`config.mk`:
```
export PLATFORM = sky130hd
export DESIGN_NAME = dram_stream_feeder_flat
export DESIGN_NICKNAME = d
export VERILOG_FILES = /design/src/rtl/dram_stream_feeder_if.sv /design/src/rtl/dram_stream_feeder.sv /design/src/flat_wrapper.sv
export SDC_FILE = /design/constraint.sdc
export NUM_CORES = 1
export LEC_CHECK = 0
export BUFFER_PORTS_ARGS = -buffer_cell sky130_fd_sc_hd__buf_2
export CAP_MARGIN = 20
export CORE_MARGIN = 1
export CORE_UTILIZATION = 30
export DETAILED_ROUTE_END_ITERATION = 8
export PLACE_DENSITY = 0.51
export SYNTH_ARGS = -nofsm -noshare
export SYNTH_HDL_FRONTEND = slang
export SYNTH_SLANG_ARGS = --single-unit
export TNS_END_PERCENT = 50
```
`constraint.sdc`:
```
create_clock -name clk -period 4.4 [get_ports clk]
set_clock_uncertainty 0.05 [all_clocks]
set_input_delay 0.88 -clock clk [delete_from_list [all_inputs] [get_ports clk]]
set_output_delay 0.88 -clock clk [all_outputs]
set_load 0.01 [all_outputs]
```
`src/rtl/dram_stream_feeder_if.sv`:
```
`default_nettype none
// =============================================================================
// Module   : dram_stream_feeder_if
// Brief    : Job request, memory read/write port and accelerator stream signals
//            shared by the DRAM stream feeder and its environment.
// Revision : 1.0 - initial release
// =============================================================================
interface dram_stream_feeder_if #(
    parameter int ADDR_W = 16,
    parameter int LEN_W  = 12
);
    logic              start;
    logic [ADDR_W-1:0] src_base;
    logic [LEN_W-1:0]  load_len;
    logic [ADDR_W-1:0] dst_base;

    logic              mem_ren;
    logic [ADDR_W-1:0] mem_raddr;
    logic [31:0]       mem_rdata;
    logic              mem_wen;
    logic [ADDR_W-1:0] mem_waddr;
    logic [31:0]       mem_wdata;

    logic              acc_ready;
    logic [31:0]       acc_data;
    logic              acc_valid;
    logic [31:0]       acc_ofmap;
    logic              acc_done;

    logic              busy;
    logic              finished;
    logic [LEN_W-1:0]  wr_count;

    modport master (
        input  start, src_base, load_len, dst_base, mem_rdata,
               acc_valid, acc_ofmap, acc_done,
        output mem_ren, mem_raddr, mem_wen, mem_waddr, mem_wdata,
               acc_ready, acc_data, busy, finished, wr_count
    );

    modport slave (
        output start, src_base, load_len, dst_base, mem_rdata,
               acc_valid, acc_ofmap, acc_done,
        input  mem_ren, mem_raddr, mem_wen, mem_waddr, mem_wdata,
               acc_ready, acc_data, busy, finished, wr_count
    );
endinterface
`default_nettype wire

```
`src/rtl/dram_stream_feeder.sv`:
```
`default_nettype none
// =============================================================================
// Module   : dram_stream_feeder
// Brief    : Streams a block of memory words into an accelerator and writes its
//            results back; WRITEBACK_PACK_EN packs result bytes into words.
// Revision : 1.0 - initial release
// =============================================================================
module dram_stream_feeder #(
    parameter int ADDR_W = 16,
    parameter int LEN_W  = 12
) (
    input  logic                 clk,
    input  logic                 rst,
    dram_stream_feeder_if.master bus
);
    localparam logic [2:0] S_IDLE     = 3'd0;
    localparam logic [2:0] S_PREFETCH = 3'd1;
    localparam logic [2:0] S_STREAM   = 3'd2;
    localparam logic [2:0] S_COLLECT  = 3'd3;
    localparam logic [2:0] S_DONE     = 3'd4;

    logic [2:0]        r_state_q, w_state_d;
    logic [ADDR_W-1:0] r_src_q, w_src_d;
    logic [ADDR_W-1:0] r_dst_q, w_dst_d;
    logic [LEN_W-1:0]  r_len_q, w_len_d;
    logic [LEN_W-1:0]  r_idx_q, w_idx_d;
    logic [LEN_W-1:0]  r_wr_count_q, w_wr_count_d;
    logic              r_done_seen_q, w_done_seen_d;

    logic              w_start_ok;
    logic              w_active;
    logic              w_last_beat;
    logic              w_has_next;
    logic              w_done_evt;
    logic              w_wr_fire;
    logic [31:0]       w_wr_word;

    always_comb begin
        w_start_ok  = (r_state_q == S_IDLE) && bus.start && (bus.load_len != '0);
        w_active    = (r_state_q == S_PREFETCH) || (r_state_q == S_STREAM) ||
                      (r_state_q == S_COLLECT);
        w_last_beat = (r_state_q == S_STREAM) && (r_idx_q == (r_len_q - LEN_W'(1)));
        w_has_next  = r_idx_q < (r_len_q - LEN_W'(1));
        // Job end: done seen in COLLECT, or recorded earlier and honoured on the last beat
        w_done_evt  = ((r_state_q == S_COLLECT) && bus.acc_done) ||
                      (w_last_beat && (r_done_seen_q || bus.acc_done));
    end

`ifdef WRITEBACK_PACK_EN
    logic [23:0] r_pack_q, w_pack_d;
    logic [1:0]  r_pack_cnt_q, w_pack_cnt_d;
    logic [7:0]  w_byte;
    logic [31:0] w_merged;
    logic [2:0]  w_fill;

    always_comb begin
        w_byte       = bus.acc_valid ? bus.acc_ofmap[7:0] : 8'h00;
        w_merged     = {8'h00, r_pack_q} | ({24'h000000, w_byte} << {r_pack_cnt_q, 3'b000});
        w_fill       = {1'b0, r_pack_cnt_q} + {2'b00, bus.acc_valid};
        w_pack_d     = r_pack_q;
        w_pack_cnt_d = r_pack_cnt_q;
        w_wr_fire    = 1'b0;
        w_wr_word    = w_merged;
        if (w_start_ok) begin
            w_pack_d     = '0;
            w_pack_cnt_d = '0;
        end else if (w_active) begin
            // A done cycle can complete at most one word, so one write port suffices
            w_wr_fire = (w_fill == 3'd4) || (w_done_evt && (w_fill != 3'd0));
            if (w_wr_fire || w_done_evt) begin
                w_pack_d     = '0;
                w_pack_cnt_d = '0;
            end else if (bus.acc_valid) begin
                w_pack_d     = w_merged[23:0];
                w_pack_cnt_d = w_fill[1:0];
            end
        end
    end

    always_ff @(posedge clk) begin
        if (rst) begin
            r_pack_q     <= '0;
            r_pack_cnt_q <= '0;
        end else begin
            r_pack_q     <= w_pack_d;
            r_pack_cnt_q <= w_pack_cnt_d;
        end
    end
`else
    always_comb begin
        w_wr_fire = w_active && bus.acc_valid;
        w_wr_word = bus.acc_ofmap;
    end
`endif

    always_ff @(posedge clk) begin
        if (rst) begin
            r_state_q <= S_IDLE;
        end else begin
            r_state_q <= w_state_d;
        end
    end

    always_comb begin
        w_state_d = r_state_q;
        case (r_state_q)
            S_IDLE:     if (w_start_ok) w_state_d = S_PREFETCH;
            S_PREFETCH: w_state_d = S_STREAM;
            S_STREAM: begin
                if (w_done_evt) begin
                    w_state_d = S_DONE;
                end else if (w_last_beat) begin
                    w_state_d = S_COLLECT;
                end
            end
            S_COLLECT:  if (w_done_evt) w_state_d = S_DONE;
            S_DONE:     w_state_d = S_IDLE;
            default:    w_state_d = S_IDLE;
        endcase
    end

    always_comb begin
        w_src_d       = r_src_q;
        w_dst_d       = r_dst_q;
        w_len_d       = r_len_q;
        w_idx_d       = r_idx_q;
        w_wr_count_d  = r_wr_count_q;
        w_done_seen_d = r_done_seen_q;
        if (w_start_ok) begin
            w_src_d       = bus.src_base;
            w_dst_d       = bus.dst_base;
            w_len_d       = bus.load_len;
            w_idx_d       = '0;
            w_wr_count_d  = '0;
            w_done_seen_d = 1'b0;
        end
        if (r_state_q == S_STREAM) begin
            w_idx_d = r_idx_q + LEN_W'(1);
        end
        if (((r_state_q == S_PREFETCH) || (r_state_q == S_STREAM)) && bus.acc_done) begin
            w_done_seen_d = 1'b1;
        end
        if (w_wr_fire && (r_wr_count_q != '1)) begin
            w_wr_count_d = r_wr_count_q + LEN_W'(1);
        end
    end

    always_ff @(posedge clk) begin
        if (rst) begin
            r_src_q       <= '0;
            r_dst_q       <= '0;
            r_len_q       <= '0;
            r_idx_q       <= '0;
            r_wr_count_q  <= '0;
            r_done_seen_q <= 1'b0;
        end else begin
            r_src_q       <= w_src_d;
            r_dst_q       <= w_dst_d;
            r_len_q       <= w_len_d;
            r_idx_q       <= w_idx_d;
            r_wr_count_q  <= w_wr_count_d;
            r_done_seen_q <= w_done_seen_d;
        end
    end

    // Outputs are forced low while rst is high, even before the state settles
    always_comb begin
        bus.mem_ren   = 1'b0;
        bus.mem_raddr = '0;
        bus.mem_wen   = 1'b0;
        bus.mem_waddr = '0;
        bus.mem_wdata = '0;
        bus.acc_ready = 1'b0;
        bus.acc_data  = '0;
        bus.busy      = 1'b0;
        bus.finished  = 1'b0;
        bus.wr_count  = '0;
        if (!rst) begin
            bus.busy     = (r_state_q != S_IDLE);
            bus.finished = (r_state_q == S_DONE);
            bus.wr_count = r_wr_count_q;
            case (r_state_q)
                S_PREFETCH: begin
                    bus.mem_ren   = 1'b1;
                    bus.mem_raddr = r_src_q;
                end
                S_STREAM: begin
                    bus.acc_ready = 1'b1;
                    bus.acc_data  = bus.mem_rdata;
                    if (w_has_next) begin
                        bus.mem_ren   = 1'b1;
                        bus.mem_raddr = r_src_q + ADDR_W'(r_idx_q) + ADDR_W'(1);
                    end
                end
                default: ;
            endcase
            if (w_wr_fire) begin
                bus.mem_wen   = 1'b1;
                bus.mem_waddr = r_dst_q + ADDR_W'(r_wr_count_q);
                bus.mem_wdata = w_wr_word;
            end
        end
    end
endmodule
`default_nettype wire

```
`src/flat_wrapper.sv`:
```
// flat-port wrapper written by rule: the top's interface ports become plain ports
module dram_stream_feeder_flat 
#(
    parameter int ADDR_W = 16,
    parameter int LEN_W  = 12
)
  (clk, rst, bus_start, bus_src_base, bus_load_len, bus_dst_base, bus_mem_rdata, bus_acc_valid, bus_acc_ofmap, bus_acc_done, bus_mem_ren, bus_mem_raddr, bus_mem_wen, bus_mem_waddr, bus_mem_wdata, bus_acc_ready, bus_acc_data, bus_busy, bus_finished, bus_wr_count);
  dram_stream_feeder_if #(.ADDR_W(ADDR_W), .LEN_W(LEN_W)) bus_i ();
  input  logic clk;
  input  logic rst;
  input wire logic [$bits(bus_i.start)-1:0] bus_start;
  input wire logic [$bits(bus_i.src_base)-1:0] bus_src_base;
  input wire logic [$bits(bus_i.load_len)-1:0] bus_load_len;
  input wire logic [$bits(bus_i.dst_base)-1:0] bus_dst_base;
  input wire logic [$bits(bus_i.mem_rdata)-1:0] bus_mem_rdata;
  input wire logic [$bits(bus_i.acc_valid)-1:0] bus_acc_valid;
  input wire logic [$bits(bus_i.acc_ofmap)-1:0] bus_acc_ofmap;
  input wire logic [$bits(bus_i.acc_done)-1:0] bus_acc_done;
  output wire logic [$bits(bus_i.mem_ren)-1:0] bus_mem_ren;
  output wire logic [$bits(bus_i.mem_raddr)-1:0] bus_mem_raddr;
  output wire logic [$bits(bus_i.mem_wen)-1:0] bus_mem_wen;
  output wire logic [$bits(bus_i.mem_waddr)-1:0] bus_mem_waddr;
  output wire logic [$bits(bus_i.mem_wdata)-1:0] bus_mem_wdata;
  output wire logic [$bits(bus_i.acc_ready)-1:0] bus_acc_ready;
  output wire logic [$bits(bus_i.acc_data)-1:0] bus_acc_data;
  output wire logic [$bits(bus_i.busy)-1:0] bus_busy;
  output wire logic [$bits(bus_i.finished)-1:0] bus_finished;
  output wire logic [$bits(bus_i.wr_count)-1:0] bus_wr_count;
  assign bus_i.start = bus_start;
  assign bus_i.src_base = bus_src_base;
  assign bus_i.load_len = bus_load_len;
  assign bus_i.dst_base = bus_dst_base;
  assign bus_i.mem_rdata = bus_mem_rdata;
  assign bus_i.acc_valid = bus_acc_valid;
  assign bus_i.acc_ofmap = bus_acc_ofmap;
  assign bus_i.acc_done = bus_acc_done;
  assign bus_mem_ren = bus_i.mem_ren;
  assign bus_mem_raddr = bus_i.mem_raddr;
  assign bus_mem_wen = bus_i.mem_wen;
  assign bus_mem_waddr = bus_i.mem_waddr;
  assign bus_mem_wdata = bus_i.mem_wdata;
  assign bus_acc_ready = bus_i.acc_ready;
  assign bus_acc_data = bus_i.acc_data;
  assign bus_busy = bus_i.busy;
  assign bus_finished = bus_i.finished;
  assign bus_wr_count = bus_i.wr_count;
  dram_stream_feeder #(.ADDR_W(ADDR_W), .LEN_W(LEN_W)) u_core (.clk(clk), .rst(rst), .bus(bus_i));
endmodule
```
==> impl_metrics.py <==
metrics = {
    "placed_design": {
        "place.gp.congestion": 0.8251,
        "port_buffers": 225,
        "dpl_cell_area_um2": 6734,
        "dpl.hpwl_mm": 12.99,
        "placed_cells": 1171,
        "place_ws_ps": 321.6,
    },
    "timing": {
        "fin_crit_sh": 0.9757,
        "layout_min_cycle_time_ps": 4293,
        "rsz0062_at_grt": "no",
        "setup_tns_ps": 0,
        "finalSetupViolCount": 0,
        "slew_violations": 0,
        "slew-limit-headroom": 0.3382,
        "worstMarginPinSlew_ps": 990.7,
        "whs_ps": 409.5,
        "final.setup.worst_slack_ps": 106.9,
        "max_freq_mhz": 232.9,
        "hold_viol": 0,
    },
    "critical_path": {
        "required_ps": 3470,
        "path_class": "flop to output port",
        "r2r_end": "u_core.r_state_q[2]$_SDFFE_PP0P_",
        "reg2reg_depth": 10,
        "r2r-start": "u_core.r_len_q[6]$_SDFFE_PP0P_",
        "ff2ff_setup_slack_ps": 1690,
        "cp-start-kind": "flop",
        "cp_slowest_cell": "or4_4",
        "crit_arrival_ps": 3360,
        "critical_path.max_stage_delay_ps": 540,
        "crit_fanout": 6,
        "critPathCaptureType": "output port",
        "cp_cell_sequence": "or4_4, nor3_2, xnor2_1, ha_1, nand4_1, or2_2, a21oi_2, nor4b_4, buf_4, or4b_1, nand3_1, buf_2",
    },
    "logic_synthesis": {
        "ys.flop_type": "dfxtp_1",
        "synth.area.mux_share": 0.007658,
        "ys_top_cells_by_area": "dfxtp_1, ha_1, nand2_1",
        "synth_warnings": 0,
        "netlist_area_um2": 5391,
        "synth-seq-cells": 72,
        "ys_async_sr_fraction": 0,
        "synth_edf_count": 0,
        "synthTopCellsByCount": "nand2_1, a21oi_1, dfxtp_1",
        "ys_types": 57,
        "synth.avg_cell_area_um2": 7.227,
        "synth_most_common_cell": "nand2_1",
        "yosysSeqAreaShare": 0.2673,
        "synth_simple_gate_area_share": 0.3414,
        "synth_top_area_share": 0.2673,
        "synth_fp_nets": 900,
        "synth_largest_area_cell": "dfxtp_1",
        "synth-compound-area-share": 0.2045,
        "synth_top_family_by_area": "simple AND/OR/NAND/NOR gates",
        "synth_xor_area_frac": 0.03899,
        "synthAdderAreaFrac": 0.09793,
        "syn_inst": 746,
    },
    "power_and_ir_drop": {
        "p_leak_nw": 3.384,
        "internal_power_mw": 1.277,
        "power.switching_mw": 0.5479,
        "power_density_nw_per_um2": 257.5,
        "total_power_mw": 1.825,
        "seqPwrFrac": 0.393,
        "clock_power_share": 0.395,
        "pwr-share-comb": 0.212,
        "switching_share": 0.3002,
        "vdd_drop_max_v": 0.0001694,
    },
    "global_routing": {
        "grt_max_degree": 40,
        "grt.overflow.total": 0,
        "grt_pass1_wl_mm": 26.50,
        "antenna_found_initial": 0,
        "grt_pass1_vias": 5273,
        "groute.usage.overall": 0.1807,
    },
    "cells_and_area": {
        "nFillCells": 1907,
        "stdcell_area_um2": 7088,
        "post-route-util": 0.4070,
        "n_antenna_cell": 0,
        "syn_to_final_growth_pct": 31.47,
        "finalNonFillerCells": 1189,
        "final_nets": 1113,
        "drive_gt1_frac": 0.2780,
    },
    "cts": {
        "clk_latency_ps": 340,
        "clk_path_buf_depth": 2,
        "cts_buffers": 9,
        "clk_pin_slew_ps": 60,
        "hold_buffers": 0,
        "ctsHtreeMaxLevel": 3,
        "clockRootBuffer": "clkbuf_16",
        "cts_tree": "done",
        "cts_sinks": 72,
    },
    "flow_run": {
        "maxCapViolCount": 0,
    },
    "routing": {
        "final_antenna_net_count": 0,
        "avgRoutedWirePerCell_um": 14.24,
        "vias_per_cell": 4.911,
        "vias": 5839,
        "finalWirelength_mm": 16.93,
        "drt_iter0_drc": 305,
        "drc": 0,
        "drtPass1Iterations": 4,
    },
    "min_path": {
        "min_from": "u_core.r_src_q[15]$_SDFFE_PP0P_",
        "hold_path_class": "flop to flop",
        "min_path_cells": 2,
        "min_to": "u_core.r_src_q[15]$_SDFFE_PP0P_",
    },
    "floorplan": {
        "die_w_um": 136.1,
        "start_util": 0.3096,
        "die_area_um2": 18510,
        "coreArea_um2": 17420,
        "num_io_pins": 226,
        "die_y_um": 136.1,
        "row_count": 48,
    },
    "outcome": {
        "outcome": "finished clean",
    },
}
[how the worst max path moves through the flow]
stage / start / endpoint / slack, ps / cells after the start
global placement: u_core.r_len_q[2]$_SDFFE_PP0P_ / bus_mem_raddr[14] / 370 / 12
CTS: u_core.r_len_q[6]$_SDFFE_PP0P_ / bus_mem_raddr[14] / 30 / 12
global route: u_core.r_len_q[5]$_SDFFE_PP0P_ / bus_mem_raddr[14] / 10 / 12
detailed placement: u_core.r_len_q[2]$_SDFFE_PP0P_ / bus_mem_raddr[14] / 320 / 13
finish: u_core.r_len_q[6]$_SDFFE_PP0P_ / bus_mem_raddr[14] / 110 / 12
floorplan: u_core.r_len_q[6]$_SDFFE_PP0P_ / bus_mem_raddr[15] / 830 / 11
[repair_timing]
item / 4_1_cts / 5_1_grt
cloned: 0 / 1
endpoints found under the hold margin: 0 / 0
endpoints found under the setup margin: 1 / 13
gates resized for setup: 2 / 9
buffers inserted: 0 / 1
pin swaps: 0 / 4
[registers in the layout, indices dropped and copies added, names as in the netlist]
register              cells
u_core.r_done_seen_q      1
u_core.r_dst_q           16
u_core.r_idx_q           12
u_core.r_len_q           12
u_core.r_src_q           16
u_core.r_state_q          3
u_core.r_wr_count_q      12
[critical path, delay by kind of cell (launching register included)]
family | cells | cell delay [ps]
AND/OR/NAND/NOR | 7 | 1820
buffers and inverters | 2 | 350
AO/OA/AOI/OAI | 1 | 60
flip-flops | 1 | 350
adder cells (fa/ha/maj) | 1 | 290
XOR/XNOR | 1 | 150
[power by group through the flow]
stage,sequential [mW],clock (mW),combinational [mW]
2_1_floorplan,0.721,0,0.247
3_3_place_gp,0.730,0,0.381
3_5_place_dp,0.731,0,0.381
4_1_cts,0.716,0.743,0.385
5_1_grt,0.722,0.769,0.442
6_report,0.717,0.720,0.387
[cells in the final DEF, fill, tap and decap left out, types with 9 or more instances in the layout]
cell,instances
a21o_1,9
a21oi_1,83
and2_1,70
and3_1,10
buf_2,225
buf_4,12
clkbuf_16,9
dfxtp_1,71
ha_1,39
inv_1,20
nand2_1,123
nand3_1,22
nor2_1,58
nor2b_1,16
nor3_1,15
o21ai_0,27
xnor2_1,16
[kinds of logic (layout without fill, tap and decap cells)]
kind of cell               after synthesis  after routing
adders and majority gates               41             41
DFF                                     72             72
and+or+nand+nor                        367            367
muxes                                    4              4
buffers and inverters                   57            275
AOI/OAI and AO/OA                      181            181
xor gates and xnor gates                24             24
[routing by layer]
layer,up-vias,track usage,share of wire
met1,2601,0.2372,0.47
met5,-,0,0
li1,3055,-,-
met3,16,0.02424,0.051
met4,0,0.05185,0.013
met2,167,0.3060,0.47
[cell type report]
cell class	count	area [um^2]	area share
Multi-Input combinational cell	617	3771	0.5320
Sequential cell	72	1443	0.2035
Clock inverter	2	12.51	0.001765
Tap cell	225	281.5	0.03972
Clock buffer	14	274.0	0.03866
Inverter	21	78.83	0.01112
Timing Repair Buffer	238	1227	0.1732
Power figures use the tool's default switching activity.
